$ cat config.mk
export PLATFORM = sky130hd
export DESIGN_NAME = ps2_keyboard_decoder
export DESIGN_NICKNAME = d
export VERILOG_FILES = /design/src/rtl/ps2_pkg.sv /design/src/rtl/ps2_frame_rx.sv /design/src/rtl/ps2_keyboard_decoder.sv
export SDC_FILE = /design/constraint.sdc
export NUM_CORES = 1
export LEC_CHECK = 0
export CORE_MARGIN = 5
export CORE_UTILIZATION = 37
export CTS_CLUSTER_DIAMETER = 80
export CTS_CLUSTER_SIZE = 12
export DETAILED_ROUTE_END_ITERATION = 12
export PLACE_DENSITY = 0.61
export SLEW_MARGIN = 20
export SYNTH_ARGS = -nofsm -noshare
export SYNTH_HDL_FRONTEND = slang
export SYNTH_SLANG_ARGS = --single-unit
$ cat constraint.sdc
create_clock -name clk -period 2.62 [get_ports clk]
set_input_delay 0.262 -clock clk [delete_from_list [all_inputs] [get_ports clk]]
set_output_delay 0.262 -clock clk [all_outputs]
set_load 0.005 [all_outputs]
$ cat src/rtl/ps2_pkg.sv
// Shared constants and frame FSM state type for the PS/2 keyboard decoder.
package ps2_pkg;

    // Scancode prefix bytes
    localparam logic [7:0] PS2_EXT   = 8'hE0;
    localparam logic [7:0] PS2_BRK   = 8'hF0;
    localparam logic [7:0] PS2_PAUSE = 8'hE1;

    // Frame receiver states: start bit is consumed in StIdle
    typedef enum logic [1:0] {
        StIdle,
        StData,
        StParity,
        StStop
    } ps2_state_e;

endpackage : ps2_pkg

$ cat src/rtl/ps2_frame_rx.sv
// PS/2 frame receiver: synchronizes the raw pins, detects ps2_clk falling
// edges, assembles 11-bit frames and flags parity, stop-bit and timeout errors.
module ps2_frame_rx
    import ps2_pkg::*;
#(
    parameter int unsigned TIMEOUT_CYCLES = 50000
) (
    input  logic       clk_i,
    input  logic       rst_ni,
    input  logic       ps2_clk_i,
    input  logic       ps2_data_i,
    output logic [7:0] byte_o,
    output logic       byte_valid_o,
    output logic       err_o
);

    localparam int unsigned CntW = $clog2(TIMEOUT_CYCLES + 1);
    localparam logic [CntW-1:0] CntLast = CntW'(TIMEOUT_CYCLES - 1);

    logic            clk_s1_q, clk_s2_q, clk_hist_q;
    logic            data_s1_q, data_s2_q;
    ps2_state_e      state_q, state_d;
    logic [2:0]      bit_cnt_q, bit_cnt_d;
    logic [7:0]      shift_q, shift_d;
    logic            parity_q, parity_d;
    logic [CntW-1:0] tcnt_q, tcnt_d;
    logic            fall;
    logic            timeout;

    // Two-flop synchronizers plus history flop on ps2_clk; idle-high on reset
    always_ff @(posedge clk_i or negedge rst_ni) begin
        if (!rst_ni) begin
            clk_s1_q   <= 1'b1;
            clk_s2_q   <= 1'b1;
            clk_hist_q <= 1'b1;
            data_s1_q  <= 1'b1;
            data_s2_q  <= 1'b1;
        end else begin
            clk_s1_q   <= ps2_clk_i;
            clk_s2_q   <= clk_s1_q;
            clk_hist_q <= clk_s2_q;
            data_s1_q  <= ps2_data_i;
            data_s2_q  <= data_s1_q;
        end
    end

    assign fall    = ~clk_s2_q & clk_hist_q;
    assign timeout = (state_q != StIdle) && !fall && (tcnt_q == CntLast);

    // Frame FSM and timeout counter next-state; strobes are combinational so
    // the top can register them on the same edge that consumes the stop bit
    always_comb begin
        state_d      = state_q;
        bit_cnt_d    = bit_cnt_q;
        shift_d      = shift_q;
        parity_d     = parity_q;
        tcnt_d       = tcnt_q;
        byte_valid_o = 1'b0;
        err_o        = 1'b0;

        if (state_q == StIdle || fall) begin
            tcnt_d = '0;
        end else begin
            tcnt_d = tcnt_q + 1'b1;
        end

        if (timeout) begin
            state_d = StIdle;
            tcnt_d  = '0;
            err_o   = 1'b1;
        end else if (fall) begin
            unique case (state_q)
                StIdle: begin
                    if (!data_s2_q) begin
                        state_d   = StData;
                        bit_cnt_d = 3'd0;
                    end
                end
                StData: begin
                    shift_d   = {data_s2_q, shift_q[7:1]};
                    bit_cnt_d = bit_cnt_q + 3'd1;
                    if (bit_cnt_q == 3'd7) begin
                        state_d = StParity;
                    end
                end
                StParity: begin
                    parity_d = data_s2_q;
                    state_d  = StStop;
                end
                StStop: begin
                    // Odd parity: data plus parity bit carry an odd number of ones
                    if (data_s2_q && (^{shift_q, parity_q})) begin
                        byte_valid_o = 1'b1;
                    end else begin
                        err_o = 1'b1;
                    end
                    state_d = StIdle;
                end
                default: state_d = StIdle;
            endcase
        end
    end

    // Frame FSM, shift register and timeout counter state
    always_ff @(posedge clk_i or negedge rst_ni) begin
        if (!rst_ni) begin
            state_q   <= StIdle;
            bit_cnt_q <= 3'd0;
            shift_q   <= 8'h00;
            parity_q  <= 1'b0;
            tcnt_q    <= '0;
        end else begin
            state_q   <= state_d;
            bit_cnt_q <= bit_cnt_d;
            shift_q   <= shift_d;
            parity_q  <= parity_d;
            tcnt_q    <= tcnt_d;
        end
    end

    assign byte_o = shift_q;

endmodule : ps2_frame_rx

$ cat src/rtl/ps2_keyboard_decoder.sv
// PS/2 keyboard scancode decoder: folds E0/F0 prefixes into a held
// keycode/make/ext triple with a one-cycle valid strobe.
module ps2_keyboard_decoder
    import ps2_pkg::*;
#(
    parameter int unsigned TIMEOUT_CYCLES = 50000
) (
    input  logic       clk,
    input  logic       reset,
    input  logic       ps2_clk,
    input  logic       ps2_data,
    output logic [7:0] keycode,
    output logic       key_make,
    output logic       key_ext,
    output logic       key_valid,
    output logic       frame_err
);

    logic [7:0] rx_byte;
    logic       rx_valid;
    logic       rx_err;

    logic [7:0] keycode_q, keycode_d;
    logic       make_q, make_d;
    logic       ext_q, ext_d;
    logic       valid_q, valid_d;
    logic       err_q, err_d;
    logic       ext_pend_q, ext_pend_d;
    logic       brk_pend_q, brk_pend_d;

    ps2_frame_rx #(
        .TIMEOUT_CYCLES(TIMEOUT_CYCLES)
    ) u_rx (
        .clk_i       (clk),
        .rst_ni      (reset),
        .ps2_clk_i   (ps2_clk),
        .ps2_data_i  (ps2_data),
        .byte_o      (rx_byte),
        .byte_valid_o(rx_valid),
        .err_o       (rx_err)
    );

    // Prefix tracking and output triple next-state
    always_comb begin
        keycode_d  = keycode_q;
        make_d     = make_q;
        ext_d      = ext_q;
        valid_d    = 1'b0;
        err_d      = 1'b0;
        ext_pend_d = ext_pend_q;
        brk_pend_d = brk_pend_q;

        if (rx_err) begin
            // A broken frame may have eaten a code, so pending prefixes are stale
            err_d      = 1'b1;
            ext_pend_d = 1'b0;
            brk_pend_d = 1'b0;
        end else if (rx_valid) begin
            case (rx_byte)
                PS2_EXT:   ext_pend_d = 1'b1;
                PS2_BRK:   brk_pend_d = 1'b1;
                PS2_PAUSE: ;
                default: begin
                    keycode_d  = rx_byte;
                    make_d     = ~brk_pend_q;
                    ext_d      = ext_pend_q;
                    valid_d    = 1'b1;
                    ext_pend_d = 1'b0;
                    brk_pend_d = 1'b0;
                end
            endcase
        end
    end

    // Output and prefix flag registers
    always_ff @(posedge clk or negedge reset) begin
        if (!reset) begin
            keycode_q  <= 8'h00;
            make_q     <= 1'b0;
            ext_q      <= 1'b0;
            valid_q    <= 1'b0;
            err_q      <= 1'b0;
            ext_pend_q <= 1'b0;
            brk_pend_q <= 1'b0;
        end else begin
            keycode_q  <= keycode_d;
            make_q     <= make_d;
            ext_q      <= ext_d;
            valid_q    <= valid_d;
            err_q      <= err_d;
            ext_pend_q <= ext_pend_d;
            brk_pend_q <= brk_pend_d;
        end
    end

    assign keycode   = keycode_q;
    assign key_make  = make_q;
    assign key_ext   = ext_q;
    assign key_valid = valid_q;
    assign frame_err = err_q;

endmodule : ps2_keyboard_decoder

## Word level (Yosys, flattened, before mapping)

Cells that the tools add are included.

| operators by class | value |
|---|---|
| bitwise gates (word level) | 6 |
| eq/ne operators | 13 |
| add/subtract/negate cells | 2 |
| div/mod/pow operators | 0 |
| reductions and logical operators | 21 |
| order comparisons | 0 |
| shift-type cells | 0 |
| mux-type cells | 27 |
| multipliers | 0 |

Operators by type and width:

| kind | count |
|---|---|
| 16-bit two-way mux | 2 |
| 8-bit == test (second input constant) | 3 |
| 16-bit by 1-bit adder with 16-bit output (second input constant) | 1 |
| 16-bit == test (second input constant) | 1 |
| 1-bit two-way mux | 16 |
| 3-bit AND reduction | 4 |
| 9-bit XOR reduction | 1 |
| 2-bit two-way mux | 4 |
| 2-bit one-hot mux with 4 select lines | 1 |
| 2-bit nonzero test | 4 |
| 3-bit one-hot mux with 2 select lines | 1 |
| 1-bit inverter | 5 |
| 2-bit == test (second input constant) | 2 |
| 2-bit by 1-bit inequality test with 1-bit output (second input constant) | 2 |
| 1-bit one-hot mux with 2 select lines | 2 |
| 2-bit AND reduction | 2 |
| 4-bit AND reduction | 1 |
| 2-bit OR reduction | 2 |
| 3-bit by 1-bit adder with 3-bit output (second input constant) | 1 |
| 3-bit == test (second input constant) | 1 |
| 1-bit logical AND | 3 |
| 3-bit two-way mux | 1 |
| 3-bit by 1-bit inequality test with 1-bit output (second input constant) | 1 |
| 3-bit inequality test (second input constant) | 1 |
| other kinds (7) | 7 |

| word-level totals | value |
|---|---|
| memory bits (writable) | 0 |
| word-level logic and storage cells | 86 |
| memories kept | 0 |
| flip-flop bits (word level) | 49 |
| input port bits | 4 |
| bits in latches | 0 |
| bits in read-only memories | 0 |

## Logic depth before layout (Yosys ltp)

| depth | value |
|---|---|
| word-level depth | 8 |
| mapped depth | 8 |
| gate-level depth less buffers | 7 |

## Cells and area by module

A second synthesis with hierarchy kept.

| unflattened totals | value |
|---|---|
| cell total of the unflattened synthesis | 211 |
| area total of the unflattened synthesis | 2366.0 um^2 |

By module, submodules not included:

| module | area each (um^2) | cells each | times used | seq. area each (um^2) |
|---|---|---|---|---|
| ps2_frame_rx | 1744.2 | 163 | 1 | 882.1 |
| ps2_keyboard_decoder | 621.8 | 48 | 1 | 350.3 |

## Least setup slack after synthesis

OpenSTA, ideal clock, no wires.

| timing | value |
|---|---|
| kind | reg2reg |
| start point | register u_rx.shift_q[4] (netlist: u_rx.byte_o[4]) |
| end point | register keycode_q[1] (netlist: keycode[1]) |
| data arrival time | 1.856 ns |
| buffers on the path | 2 |
| data required time | 2.495 ns |
| slack | 0.639 ns |
| cell stages (with the launch flop) | 8 |
| cells stage by stage | dfrtp_1 -> buf_6 -> xnor2_1 -> xnor3_1 -> xnor2_2 -> nand4_2 -> buf_6 -> mux2_4 |

| on the way | value |
|---|---|
| longest elaborated chain between the ends | 8 |
| elaborated cells between the ends (all ways) | 17 |
| those cells by class | 3 x eq/ne; 8 x mux; 2 x bitwise; 4 x reduce/logical |

Ends and longest elaborated chain:

| what | line | text |
|---|---|---|
| start: declaration | ps2_frame_rx.sv:24 | `logic [7:0] shift_q, shift_d;` |
| start signal: assignment | ps2_frame_rx.sv:115 | `shift_q <= shift_d;` |
| 9-bit XOR reduction | ps2_frame_rx.sv:92 | `if (data_s2_q && (^{shift_q, parity_q})) begin` |
| 1-bit logical AND | ps2_frame_rx.sv:92 |  |
| 1-bit two-way mux | ps2_frame_rx.sv:92 |  |
| 1-bit two-way mux | ps2_frame_rx.sv:72 | `unique case (state_q)` |
| 1-bit two-way mux | ps2_frame_rx.sv:71 | `end else if (fall) begin` |
| 1-bit two-way mux | ps2_frame_rx.sv:67 | `if (timeout) begin` |
| 1-bit inverter (no source line) | n/a |  |
| 3-bit AND reduction (no source line) * | n/a |  |
| end signal: assignment | ps2_keyboard_decoder.sv:86 | `keycode_q <= keycode_d;` |
| end: declaration | ps2_keyboard_decoder.sv:23 | `logic [7:0] keycode_q, keycode_d;` |

Every way passes the cells marked *; elsewhere a longest branch is shown, timed or not.
A chain may end at the register's enable or synchronous reset.

## Final worst setup path

Ends and elaborated chain as after synthesis.

==> flow_summary.toml <==
[global_routing]
use_met1_pct = 14.6
gr-total-overflow = 0
grt_pass1_vias = 1434
grt_pass1_wl_um = 6610
grt_use_met3_pct = 2.23
grt_max_degree = 50
grt_use_met2_pct = 17.3
track_usage_pct = 10.9
busiest_layer = "met2"
antenna_found_initial = 0

[synth]
synth_seq_cells = 49
avgSynthCellArea_um2 = 12.0
synth_cells = 189
synthFlopType = "dfrtp_1"
postSynth.asyncResetShare_pct = 100
synth_cell_types = 40
yosysWarningCount = 0
syn_area_um2 = 2270
syn_nets = 200
seq_area_frac_synth_pct = 54.4
synth_edf_count = 0

[worst_setup_path]
cp.buffers_inverters = 0
crit_arrival_ns = 2.50
startpoint_type = "register"
endpoint_kind = "register"
path_max_fanout = 12
required_ns = 2.81
crit_type = "register to register"
cp_top_family = "XOR/XNOR gates"
path_cells = "xnor2_1, xnor3_1, xnor2_2, nand4_2, mux2_4"
cp_slowest_stage_delay_ns = 0.47
crit_slowest_cell = "dfrtp_1"

[timing]
finalHoldViolations = 0
clock_skew_ns = 0.00682
rsz0062_at_grt = "no"
fin_crit_sh_pct = 88.2
tns_ns = 0
worst_slew_pin_slew_ns = 0.611
setup_viol_count_final = 0
min_period_ns = 2.31
whs_ns = 0.0479
fmax_mhz = 433
slew-limit-headroom_pct = 59.3
final_max_slew_viol_count = 0

[floorplanning]
pin_count = 16
die_h_um = 88.3
rows = 28
initial_utilization_pct = 38.1
die_area_um2 = 7790
die_w_um = 88.3
core_area_um2 = 5960

[cells_and_area]
final_common_cell = "dfrtp_1"
nNetsFinal = 218
antenna_cells = 0
synthToLayoutAreaGrowth_pct = 15.5
final_cell_mix = "dfrtp_1, nand2_1, nor2_1"
drive_gt1_share_pct = 18.8

[clock_tree]
htreeDepth = 2
clk_latency_ns = 0.30
post_cts_resized = 0
cts_hold_buffers = 0
clock_sinks = 49
clockRootBuffer = "clkbuf_8"
cts_setup_buffers = 0
cts_tree = "yes"
cts_buffers = 5
ctsLongestPathBuffers = 2
clk_pin_slew_ns = 0.09

[route]
vias = 1392
wl_per_cell_um = 13.2
drt_wl_total_um = 3750
drc = 0
dr.pass1.iters = 4
drt-initial-drc-count = 61
vias_per_cell = 4.92
ant_nets = 0

[outcome]
status = "finished clean"

[power_and_ir_drop]
ir_drop_uv = 383
leakage_nw = 1.22
power.density_nw_per_um2 = 954

[flow_run]
drv_cap = 0

[placement]
place_hpwl_um = 2560
routabilityCongestion = 0.759
numPortBuffers = 15

[worst_hold_path]
hp-class = "input port to asynchronous set/reset pin"
[worst reg2reg max path: cells and delay by family (launching register included)]
family,cells,cell delay (ns)
mux,1,0.45
xor+xnor,3,0.85
flops,1,0.47
simple gates,1,0.43
[cells in the mapped netlist, types with 2 or more instances]
master     n  share of area, %
dfrtp_1   44                49
nand2_1   18               3.0
nor2_1    15               2.5
mux2_2    12               6.0
xor2_1    12               4.6
o21ai_0    8               1.8
ha_1       7               3.9
mux2_4     7               4.6
and3_1     6               1.7
dfstp_2    5               5.8
nand4_1    5               1.4
xnor2_1    5               1.9
a21oi_1    4              0.88
inv_1      4              0.66
nand3_1    4              0.88
or3_1      3              0.83
a22o_1     2              0.77
a31oi_1    2              0.55
and2_1     2              0.55
buf_6      2              0.99
clkbuf_1   2              0.33
nor3_1     2              0.44
[worst paths after layout]
path	from	end	slack, ns	depth (start not counted)
max in group asynchronous	reset	u_rx.state_q[1]	2.15	2
worst max register to register	u_rx.byte_o[4]	keycode[1]	0.31	5
worst min register to register	u_rx.clk_s1_q	u_rx.clk_s2_q	0.36	0
worst max-delay path	u_rx.byte_o[4]	keycode[1]	0.31	5
min in group clk	u_rx.clk_s1_q	u_rx.clk_s2_q	0.36	0
worst min-delay path	reset	u_rx.tcnt_q[11]	0.05	2
[where the power goes]
group          switching (W)  internal (W)  total, W
sequential          0.000166      0.000916   0.00108
combinational       0.000335      0.000450  0.000785
clock               0.000249      0.000384  0.000633
total               0.000749       0.00175   0.00250
[layout make-up]
type                    count  area, um2
repair buffers             17        160
flip-flops and latches     49       1230
clock inverters             3       68.8
fillers                   564       3340
multi-input cells         130        980
clock buffers               5       68.8
inverters                   4       15.0
well taps                  75       93.8
[sequential cells by signal, summed over array words and instances (netlist names)]
register,count
u_rx.clk_s2_q,1
u_rx.data_s1_q,1
frame_err,1
brk_pend_q,1
u_rx.tcnt_q,16
key_valid,1
u_rx.parity_q,1
keycode,8
u_rx.bit_cnt_q,3
key_make,1
ext_pend_q,1
key_ext,1
u_rx.data_s2_q,1
u_rx.state_q,2
u_rx.clk_s1_q,1
u_rx.byte_o,8
u_rx.clk_hist_q,1
[layer usage]
layer | up-vias | routed length (um)
met5 | - | 0
met4 | 0 | 53
met3 | 5 | 110
met2 | 21 | 1720
met1 | 671 | 1870
li1 | 695 | -
[per-stage QoR]
stage | instances | setup WS, ns | utilization [%] | instance area, um2 | total power [W]
finish | 283 | 0.309 | 44.0 | 2620 | 0.00250
global route | 283 | 0.179 | 44.0 | 2620 | 0.00267
CTS | 283 | 0.306 | 44.0 | 2620 | 0.00254
detailed placement | 275 | 0.310 | 41.7 | 2480 | 0.00189
global placement | 275 | 0.370 | 41.7 | 2480 | 0.00188
floorplan | 189 | 0.639 | - | 2270 | 0.00170
[cell families after synthesis]
group / share of synthesized area (%)
compound gates: 6.02
xor+xnor: 8.28
fa+ha+maj: 3.86
buf+inv: 2.43
flops: 54.4
mux: 10.6
simple gates: 14.5
(Power assumes the default switching activity.)
